==> src/rtl/debounce_pkg.sv <==
// Shared types and helpers for the multi-channel debouncer.
// Provides the per-channel state enum and the counter width helper.
package debounce_pkg;

    typedef enum logic [1:0] {
        ST_IDLE,
        ST_PRESS_WAIT,
        ST_HELD,
        ST_RELEASE_WAIT
    } db_state_t;

    // Bits needed to hold counts 0 .. max-1.
    function automatic int cnt_w(input int max);
        return (max < 2) ? 1 : $clog2(max);
    endfunction

endpackage

==> src/rtl/debounce_ch.sv <==
// One debounce channel: synchroniser, stability FSM, hold/repeat timer.
// Ports: clk_i, rst_ni, in_i (raw) -> level_o, press_o, release_o, repeat_o.
module debounce_ch
    import debounce_pkg::*;
#(
    parameter int SYNC_STAGES = 2,
    parameter int STABLE_CYC  = 16,
    parameter bit REPEAT_EN   = 1'b1,
    parameter int HOLD_CYC    = 1000,
    parameter int REPEAT_CYC  = 200
) (
    input  logic clk_i,
    input  logic rst_ni,
    input  logic in_i,
    output logic level_o,
    output logic press_o,
    output logic release_o,
    output logic repeat_o
);

    localparam int CW   = cnt_w(STABLE_CYC);
    localparam int HMAX = (HOLD_CYC > REPEAT_CYC) ? HOLD_CYC : REPEAT_CYC;
    localparam int HW   = cnt_w(HMAX);

    localparam logic [CW-1:0] CNT_LAST  = CW'(STABLE_CYC - 1);
    localparam logic [HW-1:0] HOLD_LAST = HW'(HOLD_CYC - 1);
    localparam logic [HW-1:0] RPT_LAST  = HW'(REPEAT_CYC - 1);

    logic [SYNC_STAGES-1:0] sync_q;
    logic                   s;

    db_state_t     state_q, state_d;
    logic [CW-1:0] cnt_q, cnt_d;
    logic [HW-1:0] hold_q, hold_d;
    logic          rep_q, rep_d;
    logic          press_q, press_d;
    logic          rel_q, rel_d;
    logic          rpt_q, rpt_d;

    assign s = sync_q[SYNC_STAGES-1];

    always_ff @(posedge clk_i or negedge rst_ni) begin
        if (!rst_ni) begin
            sync_q  <= '0;
            state_q <= ST_IDLE;
            cnt_q   <= '0;
            hold_q  <= '0;
            rep_q   <= 1'b0;
            press_q <= 1'b0;
            rel_q   <= 1'b0;
            rpt_q   <= 1'b0;
        end else begin
            sync_q  <= {sync_q[SYNC_STAGES-2:0], in_i};
            state_q <= state_d;
            cnt_q   <= cnt_d;
            hold_q  <= hold_d;
            rep_q   <= rep_d;
            press_q <= press_d;
            rel_q   <= rel_d;
            rpt_q   <= rpt_d;
        end
    end

    always_comb begin
        state_d = state_q;
        cnt_d   = cnt_q;
        hold_d  = hold_q;
        rep_d   = rep_q;
        press_d = 1'b0;
        rel_d   = 1'b0;
        rpt_d   = 1'b0;
        unique case (state_q)
            ST_IDLE: begin
                if (s) begin
                    state_d = ST_PRESS_WAIT;
                    cnt_d   = CW'(1);
                end
            end
            ST_PRESS_WAIT: begin
                if (!s) begin
                    state_d = ST_IDLE;
                    cnt_d   = '0;
                end else if (cnt_q == CNT_LAST) begin
                    state_d = ST_HELD;
                    press_d = 1'b1;
                    cnt_d   = '0;
                    hold_d  = '0;
                end else begin
                    cnt_d = cnt_q + CW'(1);
                end
            end
            ST_HELD: begin
                if (!s) begin
                    state_d = ST_RELEASE_WAIT;
                    cnt_d   = CW'(1);
                end else if (REPEAT_EN) begin
                    // Constant-false when repeat is not built, so the
                    // hold timer and flag reduce to constant zero.
                    if (!rep_q && hold_q == HOLD_LAST) begin
                        rpt_d  = 1'b1;
                        rep_d  = 1'b1;
                        hold_d = '0;
                    end else if (rep_q && hold_q == RPT_LAST) begin
                        rpt_d  = 1'b1;
                        hold_d = '0;
                    end else begin
                        hold_d = hold_q + HW'(1);
                    end
                end
            end
            ST_RELEASE_WAIT: begin
                // hold_q/rep_q untouched: a short release glitch only
                // pauses repeat timing instead of restarting it.
                if (s) begin
                    state_d = ST_HELD;
                    cnt_d   = '0;
                end else if (cnt_q == CNT_LAST) begin
                    state_d = ST_IDLE;
                    rel_d   = 1'b1;
                    cnt_d   = '0;
                    rep_d   = 1'b0;
                    hold_d  = '0;
                end else begin
                    cnt_d = cnt_q + CW'(1);
                end
            end
            default: begin
                state_d = ST_IDLE;
            end
        endcase
    end

    assign level_o   = (state_q == ST_HELD) || (state_q == ST_RELEASE_WAIT);
    assign press_o   = press_q;
    assign release_o = rel_q;
    assign repeat_o  = rpt_q;

endmodule

==> src/rtl/debounce_multi.sv <==
// N_CH independent push-button debouncers with press/release/repeat pulses.
// Ports: clk_i, rst_ni, in_i[N_CH] -> level_o, press_o, release_o, repeat_o.
module debounce_multi
    import debounce_pkg::*;
#(
    parameter int N_CH        = 4,
    parameter int SYNC_STAGES = 2,
    parameter int STABLE_CYC  = 16,
    parameter bit REPEAT_EN   = 1'b1,
    parameter int HOLD_CYC    = 1000,
    parameter int REPEAT_CYC  = 200
) (
    input  logic            clk_i,
    input  logic            rst_ni,
    input  logic [N_CH-1:0] in_i,
    output logic [N_CH-1:0] level_o,
    output logic [N_CH-1:0] press_o,
    output logic [N_CH-1:0] release_o,
    output logic [N_CH-1:0] repeat_o
);

    for (genvar g = 0; g < N_CH; g++) begin : g_ch
        debounce_ch #(
            .SYNC_STAGES (SYNC_STAGES),
            .STABLE_CYC  (STABLE_CYC),
            .REPEAT_EN   (REPEAT_EN),
            .HOLD_CYC    (HOLD_CYC),
            .REPEAT_CYC  (REPEAT_CYC)
        ) u_ch (
            .clk_i     (clk_i),
            .rst_ni    (rst_ni),
            .in_i      (in_i[g]),
            .level_o   (level_o[g]),
            .press_o   (press_o[g]),
            .release_o (release_o[g]),
            .repeat_o  (repeat_o[g])
        );
    end

endmodule

==> config.mk <==
export PLATFORM = sky130hd
export DESIGN_NAME = debounce_multi
export DESIGN_NICKNAME = d
export VERILOG_FILES = /design/src/rtl/debounce_pkg.sv /design/src/rtl/debounce_ch.sv /design/src/rtl/debounce_multi.sv
export SDC_FILE = /design/constraint.sdc
export NUM_CORES = 1
export LEC_CHECK = 0
export ABC_AREA = 1
export CAP_MARGIN = 40
export CORE_MARGIN = 8
export CORE_UTILIZATION = 57
export CTS_BUF_LIST = sky130_fd_sc_hd__clkbuf_8
export DETAILED_ROUTE_END_ITERATION = 8
export MAX_ROUTING_LAYER = met4
export PLACE_DENSITY = 0.81
export SYNTH_ARGS = -nofsm -noshare
export SYNTH_HDL_FRONTEND = slang
export SYNTH_HIERARCHICAL = 1
export SYNTH_SLANG_ARGS = --single-unit
==> constraint.sdc <==
create_clock -name clk_i -period 1.5 [get_ports clk_i]
set_clock_uncertainty 0.05 [all_clocks]
set_input_delay 0.15 -clock clk_i [delete_from_list [all_inputs] [get_ports clk_i]]
set_output_delay 0.15 -clock clk_i [all_outputs]
set_load 0.1 [all_outputs]
==> flow_metrics.py <==
metrics = {
    "run_status": {
        "status": "finished, violations left",
        "violations": "negative setup slack",
    },
    "worst_setup_path": {
        "critical-path-slowest-cell": "dfrtp_1",
        "critPathKind": "reg2reg",
        "path_delay_family": "simple AND/OR/NAND/NOR gates",
        "startpoint_type": "register",
        "crit_path_cell_trace": "ha_2 > nand3_2 > nor2_4 > nand2_4 > nand2_8 > nand2_1 > nor2_1 > nor2_1",
        "critPathMaxFanout": 8,
        "cp-end-kind": "register",
        "critPathBufInv": 0,
        "worst_ep_required_time_ns": 1.69,
        "max_stage_delay_ns": 0.38,
        "cp.arrival_ns": 1.70,
        "path_common_cell": "nor2_1",
    },
    "timing": {
        "setup_ws_ns": -0.0117,
        "slew_headroom_pct": 68.9,
        "hold_viol_final": 0,
        "slew_viol_final": 0,
        "max_freq_mhz": 662,
        "rsz0062_at_grt": "true",
        "period_share_pct": 101,
        "max_slew.worst_pin.slew_ns": 0.466,
        "period_minus_slack_ns": 1.51,
        "setup_viol": 3,
    },
    "placement": {
        "io_buffers": 21,
        "dp_worst_setup_slack_ns": -0.0621,
        "hpwlAfterDp_um": 7030,
        "gp_congestion": 0.913,
    },
    "floorplan": {
        "die_area_um2": 11700,
        "num_rows": 33,
        "fp.dieH_um": 108,
        "coreArea_um2": 8220,
        "num_io_pins": 22,
        "die_w_um": 108,
        "start_util_pct": 59.0,
    },
    "worst_hold_path": {
        "hold_class": "in2reg",
    },
    "logic_synthesis": {
        "synth_flop_cell": "dfrtp_1",
        "synth_edf_count": 0,
        "syn_inst": 636,
        "ys_ff_latch": 88,
        "ys_types": 30,
        "netlist_area_um2": 4850,
        "yosys_warnings": 6,
        "synth_async_sr_flop_share_pct": 100,
        "syn_avg_cell_area_um2": 7.62,
        "ys_seq_area_share_pct": 45.4,
        "synthesis.nets": 650,
    },
    "layout": {
        "layout_common_cells": "nand2_1, dfrtp_1, inv_1",
        "final_common_cell": "nand2_1",
        "post-route-util_pct": 75.5,
        "area_delta_synth_final_pct": 28.0,
        "drive_gt1_share_pct": 27.7,
        "fill_cells": 539,
        "fin_nets": 721,
        "diodes": 0,
    },
    "job": {
        "max_cap_viol_count": 0,
    },
    "route": {
        "wire_per_inst_um": 13.8,
        "vias_per_cell": 5.47,
        "drtPass1Iterations": 5,
        "drcViolationCount": 0,
        "drt_iter0_drc": 241,
        "vias": 4467,
        "wl_um": 11200,
        "ant_nets": 0,
    },
    "grt": {
        "antenna_found_initial": 0,
        "grt_max_degree": 89,
        "grt_pass1_vias": 4230,
        "gr-usage-all-layers_pct": 18.6,
        "grt_pass1_wl_um": 17400,
        "grt.overflow.total": 0,
    },
    "pwr": {
        "ir_drop_uv": 451,
        "p_leak_nw": 2.95,
        "p_per_area_nw_per_um2": 711,
    },
    "clock_tree": {
        "h-tree-depth": 3,
        "cts_root_buffer": "clkbuf_8",
        "clock-sinks": 88,
        "numCtsBuffers": 9,
        "cts_tree": "built",
        "cts.clk_slew.worst_paths_ns": 0.09,
        "ctsLongestPathBuffers": 2,
        "clk_latency_ns": 0.36,
    },
}
path summary, 6_finish.rpt:
check,from,to,slack [ns],depth (start not counted)
hold reg to reg,g_ch[0].u_ch/sync_q[0],g_ch[0].u_ch/sync_q[1],0.30,0
hold / removal,in_i[1],g_ch[1].u_ch/sync_q[0],0.17,1
max in group asynchronous,rst_ni,async pin,0.71,3
setup / recovery,g_ch[3].u_ch/cnt_q[1],g_ch[3].u_ch/hold_q[3],-0.01,8
setup reg to reg,g_ch[3].u_ch/cnt_q[1],g_ch[3].u_ch/hold_q[3],-0.01,8
min in group asynchronous,rst_ni,g_ch[1].u_ch/hold_q[4],0.30,3
cell type report:
type | instances | area (um^2) | share of cell area, %
Multi-Input combinational cell | 447 | 2530 | 40.8
Sequential cell | 88 | 2210 | 35.6
Timing Repair Buffer | 68 | 778 | 12.5
Inverter | 93 | 352 | 5.67
Tap cell | 105 | 131 | 2.12
Clock buffer | 9 | 124 | 2.00
Clock inverter | 7 | 77.6 | 1.25
cell families after synthesis:
group	count (synthesis)	share of synthesized area [%]
and+or+nand+nor	378	35.6
DFF	88	45.4
AOI/OAI and AO/OA	46	5.24
adders and majority gates	8	2.07
buffers and inverters	103	9.24
xor gates and xnor gates	12	2.17
muxes	1	0.207
routing by layer:
layer / routed length, um / track usage, %
met1: 4610 / 20.9
met2: 5820 / 31.3
met3: 531 / 3.21
met4: 284 / 9.12
met5: 0 / -
stage by stage:
| stage | cell area (um^2) | setup TNS (ns) | power (W) | std cells | hold slack (ns) |
|---|---|---|---|---|---|
| 3_5_place_dp | 5450 | -0.178 | 0.00272 | 777 | 0.178 |
| 3_3_place_gp | 5450 | 0 | 0.00270 | 777 | 0.176 |
| 5_1_grt | 6200 | -1.54 | 0.00458 | 817 | 0.156 |
| 6_report | 6200 | -0.0240 | 0.00441 | 817 | 0.165 |
| 4_1_cts | 5740 | -0.0113 | 0.00440 | 801 | 0.156 |
| 2_1_floorplan | 4850 | 0 | 0.00260 | 636 | -0.196 |
flip-flops by register name, indices dropped and copies added, names as in the netlist, named ones only:
signal and flops:
g_ch.u_ch/cnt_q 16, g_ch.u_ch/hold_q 40, g_ch.u_ch/press_o 4, g_ch.u_ch/release_o 4, g_ch.u_ch/rep_q 4, g_ch.u_ch/repeat_o 4
g_ch.u_ch/state_q 4, g_ch.u_ch/sync_q 8
synth_stat cells (all sizes together), types with 7 or more instances:
master,number,area [um^2]
xor2,8,70.1
nand2,199,837
o31ai,7,52.6
a21oi,9,45.0
nor2,81,354
dfrtp,88,2200
nand3,70,365
buf,9,95.1
inv,92,345
ha,8,100
nand4,20,125
o21ai,29,149
power breakdown:
part / total (W) / switching (W) / internal, W
sequential: 0.00247 / 0.0000513 / 0.00241
combinational: 0.000243 / 0.000139 / 0.000104
clock: 0.00170 / 0.000913 / 0.000788
worst reg2reg max path, cell delays in order, from the launching register on:
cell and delay (ns):
dfrtp_1 0.38, ha_2 0.20, nand3_2 0.11, nor2_4 0.16
nand2_4 0.08, nand2_8 0.11, nand2_1 0.08, nor2_1 0.14
nor2_1 0.08
timing repair:
item / in CTS / in global routing
pin swaps: 3 / 42
resized for setup: 8 / 90
gates cloned: 0 / 2
hold endpoints to repair: 88 / 0
setup buffers: 7 / 14
endpoints found under the setup margin: 17 / 42
hold buffers: 1 / 0
Note: power is estimated with default switching activity, not from simulation.
==> patch, RTL diff (same settings) <==
Encoding of `db_state_t`: now one-hot (4 bits for 4 states).
--- a/src/rtl/debounce_pkg.sv
+++ b/src/rtl/debounce_pkg.sv
@@ -3,9 +3,9 @@
 package debounce_pkg;
 
-    typedef enum logic [1:0] {
-        ST_IDLE,
-        ST_PRESS_WAIT,
-        ST_HELD,
-        ST_RELEASE_WAIT
+    typedef enum logic [3:0] {
+        ST_IDLE         = 4'b0001,
+        ST_PRESS_WAIT   = 4'b0010,
+        ST_HELD         = 4'b0100,
+        ST_RELEASE_WAIT = 4'b1000
     } db_state_t;
 
Check against the original RTL: same outputs for any inputs over 10 cycles, from zero or initial values and one cycle with rst_ni low; not proved beyond that.
==> patch against the original RTL <==
The run still ends with setup timing left. Sequential cell count is 8 higher. Worst setup slack worse by 260 ps. Critical endpoint is now level_o[0]. Final area is 30% higher. Cell count is 23% higher. Global-route usage is 4.2 points higher. Utilization is 8.6 points higher. Critical path depth is 2 lower. Wire length is 71% higher. Synthesized area is 14% higher.
Power is not compared: it rests on default switching activity, and its combinational part moved more than twofold at a synthesized area within 25%.
==> patch: results (changes against the original RTL) <==
grt:
  grt_pass1_vias: 5487  # +30%
  grt_max_degree: 97  # +9.0%
  grt_pass1_wl_um: 24000  # +38%
sta:
  setup_viol: 77  # +74
  worst_slack_ps: -273  # -262 ps
  setup_tns_ps: -8630  # -8600 ps
layout:
  buf_share_pct: 16.1  # +3.6 points
  multi_input_cells: 528  # +18%
  nNetsFinal: 880  # +22%
  final-seq-area_um2: 2410  # +9.3%
  nNonClkBuffers: 125  # +84%
  n_all_inverters: 106  # +14%
  clkbuf_count: 10  # +1
  syn2layout_area_growth_pct: 46.0
  num-fill-cells: 488  # -9.5%
synthesis:
  syn_avg_cell_area_um2: 7.52  # -1.3%
  netlist_top_cells_area: "dfrtp_1 42%, nand2_1 14%, nand3_1 7.0%"
  synth_top_cells_by_count: "204 x nand2_1, 92 x dfrtp_1, 85 x nor2_1"
  synth-xor-area-share_pct: 3.33  # +1.2 points
  synth_cell_types: 34  # +13%
  syn_nets: 749  # +15%
  synth_fa_ha_area_share_pct: 1.81  # -0.26 points
critical_path:
  reg2reg_to: "g_ch[2].u_ch/hold_q[8]"
  cp_slowest_stage_delay_ps: 460  # +80 ps
  cp_max_fo: 3  # -5
  critPathCaptureType: "output pin"
  endpoint: "level_o[0]"
  worst-endpoint-arrival_ps: 1570  # -130 ps
  r2r-start: "g_ch[2].u_ch/hold_q[0]"
  rrSetupSlack_ps: -250  # -240 ps
  cp_top_family: "flip-flops"
clock_network:
  postCtsSetupBuffers: 28  # +21
  clk_latency_ps: 380  # +20 ps
  clkSinkCount: 96  # +9.1%
route:
  vias: 6041  # +35%
  vias_per_cell: 6.02  # +10%
  routed-wl-met2_um: 9710  # +67%
  drtIter0Drc: 622  # +160%
floorplan:
  core_area_um2: 9590  # +17%
placement:
  dp_worst_setup_slack_ps: -181  # -118 ps
  dp_hpwl_um: 9050  # +29%
  dpl-instance-area_um2: 6400  # +18%
  routabilityCongestion: 0.916  # +0.28%
  dpl.cell_count: 932  # +20%
run_status:
  outcome: "complete, but fails checks"
  violations: "setup timing"
patch: cell types whose count changed in the layout (fill, tap and decap cells not counted), sizes merged, moves of 5 or more:
cell and change:
nand3 +15, a21oi +5, inv +12, o31ai -7
nor2 +18, o21ai +5, nand3b +7, buf +57
xor2 +8, nand2 +26
patch: layer usage:
metal	up-vias	track usage (%)
li1	2592	-
met1	2880	24.6
met2	437	40.3
met3	132	3.80
met4	0	10.4
met5	-	-
patch: worst min path at each step:
stage / to / from / depth (start not counted)
after floorplan: g_ch[0].u_ch/cnt_q[0] / rst_ni / 0
after global placement: g_ch[3].u_ch/state_q[3] / rst_ni / 2
after detailed placement: g_ch[3].u_ch/state_q[1] / rst_ni / 2
after CTS: g_ch[0].u_ch/sync_q[0] / in_i[0] / 1
after global routing: g_ch[1].u_ch/sync_q[0] / in_i[1] / 1
final: g_ch[1].u_ch/sync_q[0] / in_i[1] / 1
